`config.mk`:
```
export PLATFORM = sky130hd
export DESIGN_NAME = alu_result_router
export DESIGN_NICKNAME = d
export VERILOG_FILES = /design/src/rtl/alu_result_router_pkg.sv /design/src/rtl/alu_result_router_wb_mem_fsm.sv /design/src/rtl/alu_result_router.sv
export SDC_FILE = /design/constraint.sdc
export NUM_CORES = 1
export LEC_CHECK = 0
export CORE_MARGIN = 2
export CORE_UTILIZATION = 42
export CTS_CLUSTER_SIZE = 28
export DETAILED_ROUTE_END_ITERATION = 6
export PLACE_DENSITY = 0.76
export SETUP_SLACK_MARGIN = 0.15
export SLEW_MARGIN = 25
export SYNTH_ARGS = -nofsm -noshare
export SYNTH_HDL_FRONTEND = slang
export SYNTH_SLANG_ARGS = --single-unit
```
`constraint.sdc`:
```
create_clock -name clk -period 1.54 [get_ports clk]
set_input_delay 0.231 -clock clk [delete_from_list [all_inputs] [get_ports clk]]
set_output_delay 0.231 -clock clk [all_outputs]
set_load 0.01 [all_outputs]
```
`src/rtl/alu_result_router_pkg.sv`:
```
// Shared definitions for the ALU writeback router and its decode/control peers.
// Latency: none (declarations only).
// Backpressure: none (declarations only).
// Contents: wb_sel encodings, writeback FSM state encoding, flag bit indices,
// default datapath width, and a helper that classifies memory-port selects.
package alu_result_router_pkg;

  localparam int DW_DEFAULT = 16;

  // Destination select encodings, shared with the decode/control block.
  localparam logic [2:0] WB_SEL_NONE    = 3'b000;
  localparam logic [2:0] WB_SEL_REG     = 3'b001;
  localparam logic [2:0] WB_SEL_PC      = 3'b010;
  localparam logic [2:0] WB_SEL_STORE   = 3'b011;
  localparam logic [2:0] WB_SEL_LOAD    = 3'b100;
  localparam logic [2:0] WB_SEL_PUSH    = 3'b101;
  localparam logic [2:0] WB_SEL_POP     = 3'b110;
  localparam logic [2:0] WB_SEL_SP_LOAD = 3'b111;

  // Flag register bit positions, {N,Z,C,V}.
  localparam int FLAG_N = 3;
  localparam int FLAG_Z = 2;
  localparam int FLAG_C = 1;
  localparam int FLAG_V = 0;

  typedef enum logic [1:0] {
    ST_IDLE = 2'b00,
    ST_MEM  = 2'b01,
    ST_WB   = 2'b10
  } wb_state_t;

  // True for selects that produce a memory-port transaction.
  function automatic logic is_mem_op(input logic [2:0] sel);
    return (sel == WB_SEL_STORE) || (sel == WB_SEL_LOAD) ||
           (sel == WB_SEL_PUSH)  || (sel == WB_SEL_POP);
  endfunction

  // True for memory selects that write memory (STORE/PUSH).
  function automatic logic is_mem_write(input logic [2:0] sel);
    return (sel == WB_SEL_STORE) || (sel == WB_SEL_PUSH);
  endfunction

endpackage

```
`src/rtl/alu_result_router_wb_mem_fsm.sv`:
```
// Memory-port sequencer: IDLE/MEM/WB FSM with request, address and data latches.
// Latency: mem_req the cycle after start; done (WB) the cycle after a read ack.
// Backpressure: idle low from start until the transaction finishes; holds mem_req until mem_ack.
// Ports: clk/rst; start with sel/rd_idx/addr/wdata_in (request capture);
//   mem_req/mem_we/mem_addr/mem_wdata/mem_ack/mem_rdata (memory port);
//   idle, done (WB cycle), rd_idx_q/rdata (load writeback), push_done/pop_done (ack-edge pulses).
module alu_result_router_wb_mem_fsm
  import alu_result_router_pkg::*;
#(
  parameter int DW = DW_DEFAULT
) (
  input  logic          clk,
  input  logic          rst,
  input  logic          start,
  input  logic [2:0]    sel,
  input  logic [2:0]    rd_idx,
  input  logic [DW-1:0] addr,
  input  logic [DW-1:0] wdata_in,
  output logic          idle,
  output logic          mem_req,
  output logic          mem_we,
  output logic [DW-1:0] mem_addr,
  output logic [DW-1:0] mem_wdata,
  input  logic          mem_ack,
  input  logic [DW-1:0] mem_rdata,
  output logic          done,
  output logic [2:0]    rd_idx_q,
  output logic [DW-1:0] rdata,
  output logic          push_done,
  output logic          pop_done
);

  wb_state_t  state;
  logic [2:0] op_q;
  logic       ack_in_mem;

  // An ack only counts while a request is outstanding.
  assign ack_in_mem = (state == ST_MEM) && mem_ack;

  assign idle      = (state == ST_IDLE);
  assign done      = (state == ST_WB);
  assign push_done = ack_in_mem && (op_q == WB_SEL_PUSH);
  assign pop_done  = ack_in_mem && (op_q == WB_SEL_POP);

  always_ff @(posedge clk) begin
    if (rst) begin
      state     <= ST_IDLE;
      op_q      <= WB_SEL_NONE;
      mem_req   <= 1'b0;
      mem_we    <= 1'b0;
      mem_addr  <= '0;
      mem_wdata <= '0;
      rd_idx_q  <= '0;
      rdata     <= '0;
    end else begin
      case (state)
        ST_IDLE: begin
          if (start) begin
            state     <= ST_MEM;
            op_q      <= sel;
            mem_req   <= 1'b1;
            mem_we    <= is_mem_write(sel);
            mem_addr  <= addr;
            mem_wdata <= is_mem_write(sel) ? wdata_in : '0;
            rd_idx_q  <= rd_idx;
          end
        end
        ST_MEM: begin
          if (mem_ack) begin
            mem_req <= 1'b0;
            mem_we  <= 1'b0;
            if ((op_q == WB_SEL_LOAD) || (op_q == WB_SEL_POP)) begin
              rdata <= mem_rdata;
              state <= ST_WB;
            end else begin
              state <= ST_IDLE;
            end
          end
        end
        ST_WB: begin
          state <= ST_IDLE;
        end
        default: begin
          state <= ST_IDLE;
        end
      endcase
    end
  end

endmodule

```
`src/rtl/alu_result_router.sv`:
```
// ALU writeback router: steers the ALU result to regfile, PC, SP or a memory transaction; owns SP and flags.
// Latency: REG/PC strobe 1 cycle after accept; memory ops complete 1 cycle (STORE/PUSH) or 2 cycles (LOAD/POP) after ack.
// Backpressure: wb_ready high only while idle; requests are ignored while a memory op is in flight.
// Ports: clk/rst; wb_valid/wb_ready/wb_sel/wb_reg/alu_result/store_data/alu_flags/flag_we (writeback request);
//   rf_we/rf_waddr/rf_wdata (register file); pc_load/pc_wdata (PC); sp, flags (architectural state);
//   mem_req/mem_we/mem_addr/mem_wdata/mem_ack/mem_rdata (memory port).
module alu_result_router
  import alu_result_router_pkg::*;
#(
  parameter int            DW      = DW_DEFAULT,
  parameter logic [DW-1:0] SP_INIT = '0
) (
  input  logic          clk,
  input  logic          rst,
  input  logic          wb_valid,
  output logic          wb_ready,
  input  logic [2:0]    wb_sel,
  input  logic [2:0]    wb_reg,
  input  logic [DW-1:0] alu_result,
  input  logic [DW-1:0] store_data,
  input  logic [3:0]    alu_flags,
  input  logic          flag_we,
  output logic          rf_we,
  output logic [2:0]    rf_waddr,
  output logic [DW-1:0] rf_wdata,
  output logic          pc_load,
  output logic [DW-1:0] pc_wdata,
  output logic [DW-1:0] sp,
  output logic [3:0]    flags,
  output logic          mem_req,
  output logic          mem_we,
  output logic [DW-1:0] mem_addr,
  output logic [DW-1:0] mem_wdata,
  input  logic          mem_ack,
  input  logic [DW-1:0] mem_rdata
);

  logic          accept;
  logic          fsm_idle;
  logic          fsm_done;
  logic [2:0]    fsm_rd_idx;
  logic [DW-1:0] fsm_rdata;
  logic          push_done;
  logic          pop_done;

  logic          reg_we_q;
  logic [2:0]    reg_waddr_q;
  logic [DW-1:0] reg_wdata_q;

  assign wb_ready = fsm_idle;
  assign accept   = wb_valid && wb_ready;

  alu_result_router_wb_mem_fsm #(
    .DW (DW)
  ) u_mem_fsm (
    .clk       (clk),
    .rst       (rst),
    .start     (accept && is_mem_op(wb_sel)),
    .sel       (wb_sel),
    .rd_idx    (wb_reg),
    .addr      (alu_result),
    .wdata_in  (store_data),
    .idle      (fsm_idle),
    .mem_req   (mem_req),
    .mem_we    (mem_we),
    .mem_addr  (mem_addr),
    .mem_wdata (mem_wdata),
    .mem_ack   (mem_ack),
    .mem_rdata (mem_rdata),
    .done      (fsm_done),
    .rd_idx_q  (fsm_rd_idx),
    .rdata     (fsm_rdata),
    .push_done (push_done),
    .pop_done  (pop_done)
  );

  always_ff @(posedge clk) begin
    if (rst) begin
      sp          <= SP_INIT;
      flags       <= '0;
      reg_we_q    <= 1'b0;
      reg_waddr_q <= '0;
      reg_wdata_q <= '0;
      pc_load     <= 1'b0;
      pc_wdata    <= '0;
    end else begin
      reg_we_q <= accept && (wb_sel == WB_SEL_REG);
      if (accept && (wb_sel == WB_SEL_REG)) begin
        reg_waddr_q <= wb_reg;
        reg_wdata_q <= alu_result;
      end

      pc_load <= accept && (wb_sel == WB_SEL_PC);
      if (accept && (wb_sel == WB_SEL_PC)) begin
        pc_wdata <= alu_result;
      end

      if (accept && flag_we) begin
        flags <= alu_flags;
      end

      // Accepts happen only in IDLE and acks only in MEM, so these never collide.
      // PUSH: the upstream mux already supplied sp-1 as the address, which is the new SP.
      if (accept && (wb_sel == WB_SEL_SP_LOAD)) begin
        sp <= alu_result;
      end else if (push_done) begin
        sp <= mem_addr;
      end else if (pop_done) begin
        sp <= sp + DW'(1);
      end
    end
  end

  // A REG pulse and a load writeback can never overlap: a REG accept needs IDLE
  // in the preceding cycle, while the WB cycle is always preceded by MEM.
  assign rf_we    = reg_we_q || fsm_done;
  assign rf_waddr = fsm_done ? fsm_rd_idx : reg_waddr_q;
  assign rf_wdata = fsm_done ? fsm_rdata  : reg_wdata_q;

endmodule

```
==> metrics.md <==
| Metric | Value |
|---|---|
| Status | finished, violations left |
| Failing checks | DRC, setup timing |
| Avg Cell Area, Syn | 8.089 µm² |
| Initial antenna violation count | 0 |
| Port Buf Inserts | 154 |
| Top-Level Pins | 155 |
| # setup viols final | 135 |
| Later-pin clock latency in the skew report | between 0.4 and 0.5 ns |
| Layout fillers | 727 |
| Arrival time at the worst endpoint | 2.23 ns |
| Diode count | 0 |
| Synthesis-to-finish area growth | 77.89% |
| Area of the multi-input gates | 3082 µm² |
| Cell Rows | 39 |
| Total GRT Usage | between 20% and 30% |
| Synthesized flop and latch total | 115 |
| Drt drc | 10 |
| Tot Pwr | 8.381 mW |
| Layout cells sized above 1 | 35.94% |
| EDFF count, synth | 0 |
| Sequential share of the synthesized area | 46.13% |
| Final nets | 909 |
| Final core utilization | 77.10% |
| Initial core utilization | a little over two fifths |
| Worst setup path start | u_mem_fsm.state[1] |
| Worst-margin pin slew | ~0.48 ns |
| Max-cap violations | 0 |
| Hold Path Origin | rst |
| Post-Place Setup Slack | -0.5277 ns |
| R2r startpoint | u_mem_fsm.state[1] |
| Min setup slack post-route | -0.3333 ns |
| CTS H-tree depth | 4 |
| Mapped Nets | around 680 |
| Slowest CP cell | or3b_4 |
| Fin. Hold Viols | 0 |
| Syn Inst Count | 617 |
| Via count | 5,723 |
| Crit Path Max Fanout | 8 |
| Minimum clock period | 1.873 ns |
| Die X | 113.0 µm |
| Synth warn | 0 |
| CTS Sinks | 115 |
| Post-synth top flop | dfxtp_1 |
| Die H | 113.0 µm |
| Largest cells by area after synthesis | dfxtp_1 (46%), nand2_1 (13%), a21oi_1 (9.9%), mux2_2 (4.3%), nand3_1 (2.4%) |
| CTS tree | built |
| First-pass GRT wire length | 29,840 µm |
| Slew headroom | 67.89% |
| Pwr dens | about 940 nW/µm² |
| RSZ-0062 raised after global routing | true |
| Critical Path, Cell by Cell | buf_4 > buf_6 > or3b_4 > nor2b_4 > buf_12 > buf_12 > buf_12 > nand3_2 > a21oi_2 |
| GP Congestion | approximately 0.90 |
| CP peak stage delay | about 0.44 ns |
| Ys async rst share | 0% |
| Number of detailed-route iterations in the first pass | 7 |
| Clk_skew | roughly 0.0049 ns |
| Bufs on Longest Clock Path | 2 |
| Leak pwr | 3.573 nW |
| Number of global-route vias before repair | 5,714 |
| Die Area | 12,770 µm² |
| Total CTS buffers | 17 |
| Top cell type's share of synthesized area | approximately 46% |
| Crit path launch type | register |
| Fmax | 533.8 MHz |
| Clock Pin Slew Worst Setup and Hold Paths | 0.06 ns |
| Post-synth cell types | 57 |
| FF+latch area | 2341 µm² |
| Required @ worst endpoint | 1.89 ns |
| Crit end category | register |
| Worst IR drop on VDD | 865.4 µV |
| Pins Over Slew Limit | 0 |
| Core area | 11,520 µm² |
| Final WL | about 20,000 µm |
| 1st-iter DRT viols | 390 |
| Hold WS | 0.2724 ns |
| Leading area contributor after synthesis | dfxtp_1 |
| Most frequent CP cell | buf_12 |
| ANT nets after route | 0 |
| HPWL after DPL | 11,540 µm |
| WS Path Type | register to register |
| Setup TNS | -35.02 ns |
| Root Buffer | clkbuf_16 |
| Global route overflow | 0 |
| Synth Cell Area | around 5000 µm² |
| Largest net degree at the start of global routing | 49 |
| Min-Delay Path Class | input pin to register |
| Wirelength per Cell | 20.00 µm |
| Period Utilization, post-route | 121.6% |
| Avg Vias per Cell | 5.723 |
==> logic make-up after synthesis <==
logic type	count (synthesis)	share of synthesized area (%)
DFF	115	46.13
AOI/OAI and AO/OA	141	16.42
and+or+nand+nor	281	26.20
buffers and inverters	48	4.487
adders and majority gates	1	0.2506
xor gates and xnor gates	7	1.228
muxes	24	5.290
==> state kept, by name, summed over array words and instances (netlist names) <==
register and count:
pc_load 1, u_mem_fsm.rdata 16, u_mem_fsm.mem_we 1, reg_wdata_q 16, flags 4, pc_wdata 16, u_mem_fsm.state 2, u_mem_fsm.rd_idx_q 3
reg_we_q 1, reg_waddr_q 3, u_mem_fsm.mem_addr 16, u_mem_fsm.op_q 3, u_mem_fsm.mem_req 1, u_mem_fsm.mem_wdata 16, sp 16
==> area by class of cell <==
cell class	count	area share (%)
repair buffers	253	29.99
well taps	143	2.015
multi-input cells	454	34.71
flip-flops and latches	115	26.37
clock buffers	21	5.313
clock inverters	10	1.437
inverters	4	0.1691
==> cell usage after synthesis (5+ instances only) <==
cell      number
nand3_1       24
nor2_1        32
nand2_1      173
mux2i_1        5
buf_2         11
nor3_1        10
dfxtp_1      115
mux2_2        19
a21oi_1       99
o21ai_0       12
clkbuf_1      28
==> where the power goes <==
group,internal [mW],total [mW],switching [mW]
Sequential,3.07,3.14,0.0759
Clock,2.66,4.06,1.40
Combinational,0.593,1.18,0.583
==> stage by stage <==
step           cells  cell area [µm²]
2_1_floorplan    617             5248
3_3_place_gp     934             7268
3_5_place_dp     934             7268
4_1_cts          988             8521
5_1_grt         1000             8879
6_report        1000             8879
==> path summary, 6_finish.rpt <==
path / endpoint / slack, ns / depth (start not counted)
setup / recovery: u_mem_fsm.mem_wdata[6] / -0.33 / 9
setup reg to reg: u_mem_fsm.mem_wdata[6] / -0.33 / 9
hold reg to reg: u_mem_fsm.mem_wdata[12] / 0.45 / 2
hold / removal: pc_wdata[11] / 0.27 / 2
==> worst max-delay path: cells and delay by family (launching register included) <==
kind            cells  cell delay, ns
compound gates      1            0.14
buf+inv             5            0.61
flops               1            0.32
simple gates        3            0.73
==> cells in the final DEF (no fill, tap or decap), drive strengths merged, types with 4 or more instances in the layout <==
| master | netlist | final |
|---|---|---|
| dlygate4sd2 | 0 | 58 |
| clkdlybuf4s50 | 0 | 61 |
| nand4 | 5 | 5 |
| nor4 | 5 | 5 |
| nor3 | 11 | 11 |
| mux2i | 5 | 5 |
| clkbuf | 28 | 33 |
| and2 | 4 | 4 |
| dfxtp | 115 | 115 |
| xnor2 | 4 | 4 |
| nand3 | 24 | 24 |
| nand2 | 175 | 175 |
| clkinv | 0 | 5 |
| o21ai | 13 | 13 |
| a21o | 4 | 4 |
| nor2 | 34 | 34 |
| mux2 | 19 | 19 |
| inv | 4 | 6 |
| a21oi | 99 | 99 |
| buf | 16 | 120 |
==> layer usage <==
| metal | part of all wire (%) | global-route usage (%) | wire [µm] | vias up |
|---|---|---|---|---|
| met5 | 0 | 0 | 0 | - |
| met4 | 3.3 | 14.80 | 662 | 0 |
| met3 | 7.5 | 7.820 | 1496 | 67 |
| met2 | 50 | 50.62 | 9989 | 273 |
| met1 | 39 | 34.71 | 7856 | 2795 |
| li1 | - | - | - | 2588 |
==> repair_timing <==
action	4_1_cts	5_1_grt
gates resized for setup	298	80
endpoints found under the setup margin	205	149
cloned	7	3
hold buffers	0	0
setup buffers	16	9
pin swaps	27	27
Power figures use the tool's default switching activity.
